**config.mk**
```make
export PLATFORM = sky130hd
export DESIGN_NAME = output_result_buffer_flat
export DESIGN_NICKNAME = d
export VERILOG_FILES = /design/src/rtl/sys_arr_pkg.sv /design/src/rtl/output_result_buffer_if.sv /design/src/rtl/output_buffer_mem.sv /design/src/rtl/output_result_buffer.sv /design/src/flat_wrapper.sv
export SDC_FILE = /design/constraint.sdc
export NUM_CORES = 1
export LEC_CHECK = 0
export BUFFER_PORTS_ARGS = -buffer_cell sky130_fd_sc_hd__buf_2
export CAP_MARGIN = 10
export CORE_ASPECT_RATIO = 0.8
export CORE_MARGIN = 5
export CORE_UTILIZATION = 45
export CTS_CLUSTER_SIZE = 30
export DETAILED_ROUTE_END_ITERATION = 8
export GPL_ROUTABILITY_DRIVEN = 0
export PLACE_DENSITY_LB_ADDON = 0.25
export SLEW_MARGIN = 40
export SYNTH_ARGS = -nofsm -noshare
export SYNTH_HDL_FRONTEND = slang
export SYNTH_SLANG_ARGS = --single-unit
```
**constraint.sdc**
```tcl
create_clock -name clk -period 6.85 [get_ports clk]
set_input_delay 0 -clock clk [delete_from_list [all_inputs] [get_ports clk]]
set_output_delay 0 -clock clk [all_outputs]
set_load 0.05 [all_outputs]
```
**src/rtl/sys_arr_pkg.sv**
```systemverilog
// -----------------------------------------------------------------------------
// sys_arr_pkg
// Shared constants and types for the systolic-array result path.
//   DATA_W / ADDR_W / DEPTH : result word width, buffer address width, entries
//   cnt_t                   : drain length counter, wide enough to hold DEPTH
//   drain_state_t           : drain FSM states
//   sat_count()             : clamps a requested drain length to DEPTH
// -----------------------------------------------------------------------------
package sys_arr_pkg;

  localparam int DATA_W = 32;
  localparam int ADDR_W = 4;
  localparam int DEPTH  = 2 ** ADDR_W;
  localparam int CNT_W  = ADDR_W + 1;

  typedef logic [DATA_W-1:0] data_t;
  typedef logic [ADDR_W-1:0] addr_t;
  typedef logic [CNT_W-1:0]  cnt_t;

  typedef enum logic [1:0] {
    IDLE   = 2'd0,
    STREAM = 2'd1,
    DONE   = 2'd2
  } drain_state_t;

  // A request longer than the buffer drains every entry exactly once.
  function automatic cnt_t sat_count(input cnt_t count);
    return (count > cnt_t'(DEPTH)) ? cnt_t'(DEPTH) : count;
  endfunction

endpackage

```
**src/rtl/output_result_buffer_if.sv**
```systemverilog
// -----------------------------------------------------------------------------
// output_result_buffer_if
// Valid/ready stream carrying drained results toward the host/memory writer.
//   out_valid     : out_data/out_addr/out_entry_vld are valid
//   out_ready     : downstream accepts the word this cycle
//   out_data      : drained result word
//   out_addr      : buffer address the word came from
//   out_entry_vld : entry held a written result when it was loaded
// master = buffer side, slave = consumer side.
// -----------------------------------------------------------------------------
interface output_result_buffer_if;
  import sys_arr_pkg::*;

  logic  out_valid;
  logic  out_ready;
  data_t out_data;
  addr_t out_addr;
  logic  out_entry_vld;

  modport master (
    output out_valid, out_data, out_addr, out_entry_vld,
    input  out_ready
  );

  modport slave (
    input  out_valid, out_data, out_addr, out_entry_vld,
    output out_ready
  );

endinterface

```
**src/rtl/output_buffer_mem.sv**
```systemverilog
// -----------------------------------------------------------------------------
// output_buffer_mem
// DEPTH x DATA_W result storage plus a per-entry valid vector.
//   clk, rst       : clock, synchronous active-low reset (valid vector only)
//   i_wr_*         : write port; sets the entry's valid bit
//   i_clr_en/addr  : clears a valid bit; a same-edge write to it wins
//   i_rd_addr      : asynchronous read address
//   o_rd_data/vld  : word and valid bit at i_rd_addr (pre-edge contents)
//   o_valid_bits   : full valid vector
//   o_overwrite    : one-cycle pulse, last write hit an already-valid entry
// -----------------------------------------------------------------------------
module output_buffer_mem
  import sys_arr_pkg::*;
(
  input  logic             clk,
  input  logic             rst,
  input  logic             i_wr_en,
  input  addr_t            i_wr_addr,
  input  data_t            i_wr_data,
  input  logic             i_clr_en,
  input  addr_t            i_clr_addr,
  input  addr_t            i_rd_addr,
  output data_t            o_rd_data,
  output logic             o_rd_vld,
  output logic [DEPTH-1:0] o_valid_bits,
  output logic             o_overwrite
);

  data_t            r_mem [DEPTH];
  logic [DEPTH-1:0] r_valid;
  logic             r_overwrite;

  // NOTE: the data array has no reset; the valid vector says which entries
  // mean anything, so clearing storage would only cost reset fan-out.
  // Writes are still blocked while reset is asserted.
  always_ff @(posedge clk) begin
    if (rst && i_wr_en) begin
      r_mem[i_wr_addr] <= i_wr_data;
    end
  end

  // NOTE: state uses non-blocking assignments so every flop samples pre-edge
  // values. With two non-blocking writes to the same bit, the later one
  // takes effect, which gives the write-over-clear priority below.
  always_ff @(posedge clk) begin
    if (!rst) begin
      r_valid     <= '0;
      r_overwrite <= 1'b0;
    end else begin
      r_overwrite <= i_wr_en & r_valid[i_wr_addr];
      if (i_clr_en) begin
        r_valid[i_clr_addr] <= 1'b0;
      end
      if (i_wr_en) begin
        r_valid[i_wr_addr] <= 1'b1;
      end
    end
  end

  assign o_rd_data    = r_mem[i_rd_addr];
  assign o_rd_vld     = r_valid[i_rd_addr];
  assign o_valid_bits = r_valid;
  assign o_overwrite  = r_overwrite;

endmodule

```
**src/rtl/output_result_buffer.sv**
```systemverilog
// -----------------------------------------------------------------------------
// output_result_buffer
// Captures accumulator results by address and, on command, streams a
// contiguous (wrapping) address range out over a valid/ready interface.
//   clk, rst        : clock, synchronous active-low reset
//   i_wr_en/addr/data : result writes from the column accumulator
//   i_drain_start   : start a drain (accepted only when idle)
//   i_drain_base    : first entry to drain
//   i_drain_count   : number of entries, saturated to DEPTH
//   o_out           : drained word stream (master side)
//   o_drain_busy    : a drain is in progress (STREAM or DONE)
//   o_drain_done    : one-cycle pulse at the end of a drain
//   o_overwrite     : one-cycle pulse, a write hit an already-valid entry
//   o_valid_bits    : per-entry valid vector
// -----------------------------------------------------------------------------
module output_result_buffer
  import sys_arr_pkg::*;
(
  input  logic                          clk,
  input  logic                          rst,
  input  logic                          i_wr_en,
  input  addr_t                         i_wr_addr,
  input  data_t                         i_wr_data,
  input  logic                          i_drain_start,
  input  addr_t                         i_drain_base,
  input  cnt_t                          i_drain_count,
  output_result_buffer_if.master        o_out,
  output logic                          o_drain_busy,
  output logic                          o_drain_done,
  output logic                          o_overwrite,
  output logic [DEPTH-1:0]              o_valid_bits
);

  drain_state_t r_state, w_next_state;

  addr_t r_ptr;            // address of the word currently in the out regs
  cnt_t  r_rem;            // words still to hand over, including the current one
  logic  r_out_valid;
  data_t r_out_data;
  addr_t r_out_addr;
  logic  r_out_entry_vld;

  cnt_t  w_count;
  logic  w_start, w_handshake, w_last;
  logic  w_load_first, w_load_next, w_load, w_bypass;
  addr_t w_ptr_next, w_load_addr;
  data_t w_mem_data;
  logic  w_mem_vld;

  assign w_count      = sat_count(i_drain_count);
  assign w_start      = (r_state == IDLE) & i_drain_start;
  assign w_handshake  = (r_state == STREAM) & r_out_valid & o_out.out_ready;
  assign w_last       = (r_rem == cnt_t'(1));
  assign w_load_first = w_start & (w_count != '0);
  assign w_load_next  = w_handshake & ~w_last;
  assign w_load       = w_load_first | w_load_next;
  assign w_ptr_next   = r_ptr + addr_t'(1);   // wraps DEPTH-1 -> 0
  assign w_load_addr  = w_load_first ? i_drain_base : w_ptr_next;

  // A write landing on the entry being loaded this edge is forwarded so the
  // stream never shows the stale word.
  assign w_bypass = i_wr_en & (i_wr_addr == w_load_addr);

  output_buffer_mem u_mem (
    .clk          (clk),
    .rst          (rst),
    .i_wr_en      (i_wr_en),
    .i_wr_addr    (i_wr_addr),
    .i_wr_data    (i_wr_data),
    .i_clr_en     (w_handshake),
    .i_clr_addr   (r_ptr),
    .i_rd_addr    (w_load_addr),
    .o_rd_data    (w_mem_data),
    .o_rd_vld     (w_mem_vld),
    .o_valid_bits (o_valid_bits),
    .o_overwrite  (o_overwrite)
  );

  // ---- FSM: state register ----
  always_ff @(posedge clk) begin
    if (!rst) begin
      r_state <= IDLE;
    end else begin
      r_state <= w_next_state;
    end
  end

  // ---- FSM: next state ----
  // NOTE: the default assignment first means no path leaves w_next_state
  // unassigned, so no latch is inferred.
  always_comb begin
    w_next_state = r_state;
    unique case (r_state)
      IDLE:    if (i_drain_start) w_next_state = (w_count != '0) ? STREAM : DONE;
      STREAM:  if (w_handshake && w_last) w_next_state = DONE;
      DONE:    w_next_state = IDLE;
      default: w_next_state = IDLE;
    endcase
  end

  // ---- FSM: outputs ----
  always_comb begin
    o_drain_busy = (r_state != IDLE);
    o_drain_done = (r_state == DONE);
  end

  // ---- Pointer, remaining count and output registers ----
  always_ff @(posedge clk) begin
    if (!rst) begin
      r_ptr           <= '0;
      r_rem           <= '0;
      r_out_valid     <= 1'b0;
      r_out_data      <= '0;
      r_out_addr      <= '0;
      r_out_entry_vld <= 1'b0;
    end else begin
      if (w_load_first) begin
        r_ptr <= i_drain_base;
        r_rem <= w_count;
      end else if (w_handshake) begin
        r_ptr <= w_ptr_next;
        r_rem <= r_rem - cnt_t'(1);
      end

      // Out regs change only on a load; without a handshake they hold.
      if (w_load) begin
        r_out_valid     <= 1'b1;
        r_out_data      <= w_bypass ? i_wr_data : w_mem_data;
        r_out_addr      <= w_load_addr;
        r_out_entry_vld <= w_bypass | w_mem_vld;
      end else if (w_handshake) begin
        r_out_valid     <= 1'b0;
      end
    end
  end

  assign o_out.out_valid     = r_out_valid;
  assign o_out.out_data      = r_out_data;
  assign o_out.out_addr      = r_out_addr;
  assign o_out.out_entry_vld = r_out_entry_vld;

endmodule
```
**src/flat_wrapper.sv**
```systemverilog
// flat-port wrapper written by rule: the top's interface ports become plain ports
module output_result_buffer_flat import sys_arr_pkg::*;
  (clk, rst, i_wr_en, i_wr_addr, i_wr_data, i_drain_start, i_drain_base, i_drain_count, o_drain_busy, o_drain_done, o_overwrite, o_valid_bits, o_out_out_valid, o_out_out_data, o_out_out_addr, o_out_out_entry_vld, o_out_out_ready);
  output_result_buffer_if o_out_i ();
  input  logic clk;
  input  logic rst;
  input  logic i_wr_en;
  input  addr_t i_wr_addr;
  input  data_t i_wr_data;
  input  logic i_drain_start;
  input  addr_t i_drain_base;
  input  cnt_t i_drain_count;
  output logic o_drain_busy;
  output logic o_drain_done;
  output logic o_overwrite;
  output logic [DEPTH-1:0] o_valid_bits;
  output wire logic [$bits(o_out_i.out_valid)-1:0] o_out_out_valid;
  output wire logic [$bits(o_out_i.out_data)-1:0] o_out_out_data;
  output wire logic [$bits(o_out_i.out_addr)-1:0] o_out_out_addr;
  output wire logic [$bits(o_out_i.out_entry_vld)-1:0] o_out_out_entry_vld;
  input wire logic [$bits(o_out_i.out_ready)-1:0] o_out_out_ready;
  assign o_out_out_valid = o_out_i.out_valid;
  assign o_out_out_data = o_out_i.out_data;
  assign o_out_out_addr = o_out_i.out_addr;
  assign o_out_out_entry_vld = o_out_i.out_entry_vld;
  assign o_out_i.out_ready = o_out_out_ready;
  output_result_buffer u_core (.clk(clk), .rst(rst), .i_wr_en(i_wr_en), .i_wr_addr(i_wr_addr), .i_wr_data(i_wr_data), .i_drain_start(i_drain_start), .i_drain_base(i_drain_base), .i_drain_count(i_drain_count), .o_out(o_out_i), .o_drain_busy(o_drain_busy), .o_drain_done(o_drain_done), .o_overwrite(o_overwrite), .o_valid_bits(o_valid_bits));
endmodule
```
; ---- Word-level counts from Yosys, hierarchy flattened
; Memories as Yosys holds them, arrays and structs flattened. A register that Yosys moved wholly into a read port is not among the register bits.
; Cells that the tools add are included.
[totals]
n_memories = 1
wordCells = 72
register_bits = 34
in_bits = 50
mem_bits_rw = 512
out_inout_bits = 57
[op_classes]
n_bitwise = 13
muxes = 25
n_eq_ne = 6
order_cmp = 6
add_sub_neg = 2
n_reduce_logical = 11
[memory_table]
columns = name, depth, width, rd, rd_ports_with_merged_regs, write_ports, line_no
row1 = u_core.u_mem.r_mem, 16, 32, 1, 1, 1, output_buffer_mem.sv:29  ; data_t r_mem [DEPTH];
[op_table]
columns = operator, n
row1 = 2-to-1 mux 16 bit, 3
row2 = AND 16 bit, 1
row3 = NOT 16 bit, 1
row4 = OR 16 bit, 1
row5 = < comparator 4 x 5 -> 1 bit (second input constant), 3
row6 = 2-to-1 mux 5 bit, 3
row7 = 2-to-1 mux 4 bit, 3
row8 = binary-select mux 1 bit (select 4 bit), 2
row9 = demux 1 bit (select 4 bit), 2
row10 = greater-or-equal comparator 4 x 1 -> 1 bit (second input constant), 2
row11 = 2-to-1 mux 1 bit, 8
row12 = AND 1 bit, 7
row13 = 2-to-1 mux 2 bit, 3
row14 = nonzero test 2 bit, 3
row15 = == test 5 x 1 -> 1 bit (second input constant), 1
row16 = > comparator 5 bit (second input constant), 1
row17 = nonzero test 5 bit, 1
row18 = subtractor 5 x 1 -> 5 bit (second input constant), 1
row19 = adder 4 x 1 -> 4 bit (second input constant), 1
row20 = == test 4 bit, 1
row21 = logical AND 1 bit, 4
row22 = != test 2 bit (second input constant), 2
row23 = case mux 2 bit (2 select lines), 1
row24 = == test 2 x 1 -> 1 bit (second input constant), 1
row25 = other kinds (6), 7

; ---- Longest topological paths before layout
; Gate-level depths: netlist of the first run.
[depth]
depth_word = 10
mapped_depth = 12
mapped_depth_nobuf = 10

; ---- Modules after synthesis
; From an unflattened synthesis of the first run, not the netlist that was laid out.
[hier_totals]
hier_cells = 1204
area_unflattened_um2 = 22778.1
[by_module_without_submodules]
columns = mod, seq_area_each_um2, instances, area_per_inst_um2, cells_per_inst
row1 = output_buffer_mem, 15715.1, 1, 20106.8, 893
row2 = output_result_buffer, 980.9, 1, 2671.3, 311

; ---- Worst setup path after synthesis of the first run
; OpenSTA, ideal clock, no wires.
[synth_timing]
path_kind = input -> register
startpoint = input port rst
endpoint = memory u_core.u_mem.r_mem[0][0] (netlist bit), enable pin
path_buffers = 1
slack_ns = 3.429
setup_ns = 0.463
path_stages = 4
t_arrival_ns = 2.958
required_time_ns = 6.387
cell_sequence = clkbuf_1 -> nand2_1 -> or3_1 -> nor3_1
[synth_via]
elab_chain_len = 3
[synth_lines]
columns = element, line_no
row1 = start: declaration, flat_wrapper.sv:6  ; input logic rst;
row2 = logical AND 1 bit, output_buffer_mem.sv:37  ; if (rst && i_wr_en) begin
row3 = 2-to-1 mux 1 bit, output_buffer_mem.sv:37
row4 = 2-to-1 mux 1 bit (not written as such), output_buffer_mem.sv:38  ; r_mem[i_wr_addr] <= i_wr_data;
row5 = end: declaration, output_buffer_mem.sv:29
; Every way passes these cells.

; ---- Worst setup path in the final report of the first run
[layout_timing]
startpoint = register u_core.r_state[1]
endpoint = register u_core.r_out_data[11], in the netlist u_core.o_out.out_data[11], read port of u_core.u_mem.r_mem
[layout_via]
elab_chain_len = 5
elab_cells_between_ends = 9
cone_classes = eq/ne (1) / mux (1) / bitwise (6) / reduce/logical (1)
[layout_lines]
columns = element, line_no
row1 = start: declaration, output_result_buffer.sv:34  ; drain_state_t r_state, w_next_state;
row2 = start signal: assignment, output_result_buffer.sv:84  ; r_state <= w_next_state;
row3 = == test 2 x 1 -> 1 bit, output_result_buffer.sv:52  ; assign w_handshake = (r_state == STREAM) & r_out_valid & o_out.out_ready;
row4 = AND 1 bit (2 in series), output_result_buffer.sv:52
row5 = AND 1 bit, output_result_buffer.sv:55  ; assign w_load_next = w_handshake & ~w_last;
row6 = OR 1 bit, output_result_buffer.sv:56  ; assign w_load = w_load_first | w_load_next;
row7 = end: declaration, output_result_buffer.sv:39  ; data_t r_out_data;
; Parallel ways exist; a longest one is shown, timed or not.
; A chain may end at the register's enable or synchronous reset.

==> results of run 1 <==
-- where the power goes --
group	internal (mW)	switching [mW]	total (mW)	leakage, nW
sequential	3.91	0.0517	3.96	5.15
combinational	0.446	0.873	1.32	3.40
clock	1.87	1.28	3.15	0.914
total	6.23	2.21	8.43	9.46
-- worst max-delay path: cells and delay by family (launching register included) --
family | cells | cell delay [ns]
simple gates | 4 | 2.00
buf+inv | 2 | 0.66
xor+xnor | 1 | 0.17
compound gates | 3 | 0.50
flops | 1 | 0.39
-- kinds of logic after synthesis --
logic type                 count (synthesis)  share of synthesized area (%)
DFF                                      578                           71.3
and+or+nand+nor                          429                           8.36
buffers and inverters                    116                           2.14
muxes                                    170                           7.91
AOI/OAI and AO/OA                        325                           9.62
xor gates and xnor gates                   8                          0.331
adders and majority gates                  6                          0.321
-- worst paths after layout --
path                                          startpoint                         to  slack, ns
worst max-delay path                   u_core.r_state[1]  u_core.o_out.out_data[11]       2.95
worst max register to register         u_core.r_state[1]  u_core.o_out.out_data[11]       2.95
worst min register to register  u_core.o_out.out_addr[2]   u_core.o_out.out_addr[2]       0.48
worst min-delay path                    i_drain_count[3]            u_core.r_rem[1]       0.17
-- sequential cells by signal (all words and copies together), names as in the netlist, 2 cells and up --
| signal | cells |
|---|---|
| u_core.r_state | 2 |
| u_core.o_out.out_addr | 4 |
| u_core.u_mem.r_mem | 512 |
| u_core.r_rem | 5 |
| u_core.u_mem.o_valid_bits | 16 |
| u_core.r_ptr | 4 |
| u_core.o_out.out_data | 32 |
-- Yosys cell counts, types with 8 or more instances --
cell type / instances
a211o_1: 19
a211oi_1: 36
a21oi_1: 88
a22oi_1: 20
a311o_1: 18
a31o_2: 16
a32oi_1: 24
and3_1: 47
buf_2: 35
clkbuf_1: 61
dfxtp_1: 66
edfxtp_1: 512
inv_1: 10
mux2_2: 37
mux2i_1: 124
nand2_1: 228
nand3_1: 45
nand4_1: 8
nor2_1: 57
nor3_1: 9
o21ai_0: 28
o21ai_1: 19
o22ai_1: 18
-- metrics by stage --
stage          total power [mW]  instances  worst slack [ns]  utilization (%)
3_5_place_dp               5.32       2355              3.06             48.4
4_1_cts                    8.48       2508              3.04             53.0
2_1_floorplan              4.93       1632              3.43                -
5_1_grt                    8.75       2510              2.75             53.1
6_report                   8.43       2510              2.95             53.1
3_3_place_gp               5.30       2355              2.66             48.3
-- routing by layer --
| layer | vias up | part of all wire (%) | GRT usage (%) | wire length, um |
|---|---|---|---|---|
| met2 | 589 | 45 | 30.6 | 26500 |
| met1 | 7371 | 46 | 30.9 | 27300 |
| met4 | 2 | 1.7 | 4.98 | 1020 |
| li1 | 6581 | - | - | - |
| met5 | - | 0.022 | 0 | 13 |
| met3 | 82 | 7.8 | 3.93 | 4630 |
-- timing repair --
action | in CTS | in global routing
endpoints found under the hold margin | 565 | 0
setup endpoints to repair | 0 | 0
hold buffers | 48 | 0
-- final cells by class --
| type | count | area [um2] | area share, % |
|---|---|---|---|
| sequential | 578 | 16700 | 61.3 |
| multi-input combinational | 938 | 6410 | 23.5 |
| clock buffer | 80 | 1540 | 5.66 |
| timing repair buffer | 195 | 1350 | 4.96 |
| tap | 684 | 856 | 3.14 |
| clock inverter | 25 | 339 | 1.25 |
| inverter | 10 | 37.5 | 0.138 |
==> reports/qor.yml, run 1 <==
status: "complete, no violations"
yosys-top-cells-area: "edfxtp_1 (66%), dfxtp_1 (5.6%), mux2i_1 (5.3%)"
clk_pin_slew_worst_paths_ns: 0.06
tns_ns: 0
drive_gt1_share_pct: 17.9
power_density_nw_per_um2: 310
synthCells: 1632
grt_pass1_vias: 14461
rows: 74
cp-end-kind: "flop"
finalCriticalPeriod_ns: 3.90
die_x_um: 265
crit_path_cell_trace: "or3b_1, a22oi_2, buf_4, and2_4, xnor2_1, nor4_4, buf_4, and3_2, a22oi_1, o21ai_1"
cts.repair.resized: 0
max_stage_delay_ns: 0.70
wire_per_inst_um: 23.7
finalClockSkew_ns: 0.0193
area_growth_pct: 16.3
min_path_type: "input port to flop"
tightest_slew_ns: 0.865
start_kind: "flop"
drtAntennaViolNets: 0
antennaDiodeCount: 0
synth_cell_types: 63
synth_edf_count: 512
nNetsFinal: 1835
ys_async_sr_fraction_pct: 0
portBuffers: 106
fin_crit_sh_pct: 57.0
fillers: 4241
routed_wl_um: 59500
place_area_um2: 24800
ios: 107
final_cell_mix: "edfxtp_1 (512), nand2_1 (226), mux2i_1 (123), buf_2 (106), a21oi_1 (86)"
critPathRequiredTime_ns: 7.35
netlist_area_um2: 23400
grt_pass1_wl_um: 89900
slowest_stage: "and3_2"
cts_root_buffer: "clkbuf_16"
grt_remaining_overflow: 0
maxCapViolations: 0
hold_viol_final: 0
gr-usage-all-layers_pct: 20.4
mostFrequentLayoutCell: "edfxtp_1"
synth_ff_type: "edfxtp_1"
num_vias: 14625
rsz0062_at_grt: "false"
arrival_ns: 4.41
synth_top_cell_area_share_pct: 65.7
initial_core_util_pct: 45.6
antenna_found_initial: 1
first_iter_violations: 1614
clock_latency_ns: 0.61
hold_path_depth: 5
drv_slew: 0
postSynthAreaPerCell_um2: 14.3
final_area_um2: 27200
clock_sinks: 578
core-area_um2: 51300
cpMostUsedCell: "buf_4"
yosysTopAreaCell: "edfxtp_1"
die_area_um2: 56700
synth_fp_nets: 1688
cts_tree: "done"
drt-pass1-iter-count: 5
grt_max_degree: 79
ctsHtreeMaxLevel: 2
reg2reg_depth: 10
drc: 0
path_class: "flop to flop"
cts_setup_buffers: 0
yosysWarnings: 0
peakVddDrop_mv: 0.186
whs_ns: 0.173
slew-limit-headroom_pct: 42.3
viasPerCell: 5.83
p_leak_nw: 9.46
clockBufferDepth: 3
numCtsBuffers: 56
place_hpwl_um: 33900
synth_seq_cells: 578
die_y_um: 214
crit_fanout: 39
yosysSeqAreaShare_pct: 71.3
setup_viol: 0
max_freq_mhz: 256
(Power assumes the default switching activity.)
==> run 2, diff against run 1 <==
clock period = 3.3 ns   (was 6.85 ns; I/O delays follow)
==> run 2 against run 1 <==
Largest cell class unchanged. First-iteration DRC count shrank 7.1%. Hold slack gained 0.0019 ns. Routed wire length grew 2.5%.
==> reports/qor.yml, run 2 (synthesis gave the netlist of run 1 again) <==
drt-pass1-iter-count: 6  # +1
core-area_um2: 51300  # unchanged
grt_remaining_overflow: 0  # unchanged
drtAntennaViolNets: 0  # unchanged
clockBufferDepth: 3  # unchanged
viasPerCell: 5.84  # +0.18%
tightest_slew_ns: 0.808  # -0.0566 ns
max_freq_mhz: 320  # +25%
peakVddDrop_mv: 0.372  # +100%
ios: 107  # unchanged
numCtsBuffers: 56  # unchanged
slowest_stage: "dfxtp_1"
cts_tree: "done"
place_hpwl_um: 35300  # +4.1%
drive_gt1_share_pct: 18.7  # +0.80 points
r2r_end: "u_core.o_out.out_data[13]"
dp_slack_ns: 0.237  # -2.82 ns
hold_path_depth: 6  # +1
rows: 74  # unchanged
hold_viol_final: 0  # unchanged
die_x_um: 265  # unchanged
num_vias: 14757  # +0.90%
antenna_found_initial: 1  # unchanged
finalClockSkew_ns: 0.0160  # -0.00335 ns
nNetsFinal: 1856  # +1.1%
clock_latency_ns: 0.60  # about the same
fin_crit_sh_pct: 94.8  # +38 points
drc: 0  # unchanged
ctsHtreeMaxLevel: 2  # unchanged
clk_pin_slew_worst_paths_ns: 0.07  # about the same
mostFrequentLayoutCell: "edfxtp_1"
gr-usage-all-layers_pct: 21.0  # +0.56 points
antennaDiodeCount: 0  # unchanged
die_area_um2: 56700  # unchanged
first_iter_violations: 1499  # -7.1%
die_y_um: 214  # unchanged
finalCriticalPeriod_ns: 3.13  # -0.773 ns
drv_slew: 0  # unchanged
routed_wl_um: 60900  # +2.5%
start_kind: "flop"
fillers: 4222  # -0.45%
area_growth_pct: 17.2
largest_reg_flops: 512  # unchanged
p_leak_nw: 9.57  # +1.1%
power_density_nw_per_um2: 628  # +100%
r2r_setup_slack_ns: 0.17  # -2.78 ns
arrival_ns: 3.59  # -0.82 ns
startpoint: "u_core.r_ptr[0]"
grt_max_degree: 74  # -6.3%
cp-end-kind: "flop"
crit_fanout: 12  # -69%
initial_core_util_pct: 45.6  # unchanged
setup_viol: 0  # unchanged
crit_path_cell_trace: "inv_1, ha_1, nor3b_1, a22oi_2, and3_1, o21ai_0, nor4_4, buf_4, and3_1, buf_4, a22oi_1, o21ai_1"
critPathRequiredTime_ns: 3.76  # -3.59 ns
grt_pass1_vias: 14427  # -0.24%
reg2reg_depth: 12  # +2
portBuffers: 106  # unchanged
grt_pass1_wl_um: 92300  # +2.6%
final_cell_mix: "edfxtp_1 (512), nand2_1 (226), mux2i_1 (123), buf_2 (106), a21oi_1 (87)"
reg2reg_from: "u_core.r_ptr[0]"
min_path_type: "input port to flop"
slew-limit-headroom_pct: 46.0  # +3.7 points
status: "complete, no violations"
max_stage_delay_ns: 0.44  # -0.26 ns
power_mw: 17.2  # +100%
regMostFlops: "u_core.u_mem.r_mem"
cts_root_buffer: "clkbuf_16"
maxCapViolations: 0  # unchanged
dp_cells: 2379  # +1.0%
clock_sinks: 578  # unchanged
finalWorstSetupSlack_ns: 0.170  # -2.78 ns
wire_per_inst_um: 24.1  # +1.7%
path_class: "flop to flop"
fin_cells: 2528  # +0.72%
worstSetupEndpoint: "u_core.o_out.out_data[13]"
[run 2: power breakdown]
part           leakage (nW)  internal [mW]  switching (mW)
Combinational          3.55          0.999            1.84
Sequential             5.15           8.12           0.102
Clock                 0.860           3.54            2.64
[run 2: through the flow]
| stage | util, % | hold slack [ns] | cell area, um2 | TNS, ns |
|---|---|---|---|---|
| after global placement | 49.1 | 0.354 | 25200 | 0 |
| final | 53.5 | 0.175 | 27400 | 0 |
| after detailed placement | 49.1 | 0.345 | 25200 | 0 |
| after global routing | 53.5 | 0.198 | 27400 | -0.0120 |
| after CTS | 53.5 | 0.144 | 27400 | 0 |
| after floorplan | - | 0.0989 | 23400 | 0 |
[run 2: worst max-delay path: cells and delay by family (launching register included)]
kind                     cells  cell delay [ns]
adder cells (fa/ha/maj)      1             0.39
buffers and inverters        3             0.57
flip-flops                   1             0.44
AND/OR/NAND/NOR              4             0.82
AO/OA/AOI/OAI                4             0.74
[run 2: worst min-delay path by stage]
stage / from / end
floorplan: i_wr_data[0] / u_core.u_mem.r_mem[0][0]
finish: i_drain_base[3] / u_core.o_out.out_addr[3]
global route: i_drain_base[3] / u_core.o_out.out_addr[3]
CTS: i_drain_base[3] / u_core.o_out.out_addr[3]
global placement: i_wr_en / u_core.u_mem.o_overwrite
detailed placement: i_wr_en / u_core.u_mem.o_overwrite
[run 2: repair_timing]
item | 4_1_cts | 5_1_grt
hold buffers | 47 | 0
setup endpoints to repair | 0 | 12
resized for setup | 0 | 1
setup buffers | 0 | 0
endpoints found under the hold margin | 561 | 0
[run 2: layout make-up]
cell class | instances | area, um2 | area share (%)
Clock inverter | 34 | 288 | 1.05
Timing Repair Buffer | 216 | 1680 | 6.12
Tap cell | 684 | 856 | 3.12
Clock buffer | 68 | 1470 | 5.35
Multi-Input combinational cell | 938 | 6410 | 23.4
Inverter | 10 | 37.5 | 0.137
Sequential cell | 578 | 16700 | 60.9
[run 2: metal layers]
metal | global-route usage, % | vias to the layer above | part of all wire (%)
met2 | 31.0 | 658 | 44
met4 | 4.52 | 2 | 1.8
li1 | - | 6626 | -
met5 | 0 | - | 0.011
met1 | 32.0 | 7377 | 45
met3 | 4.83 | 94 | 9.4
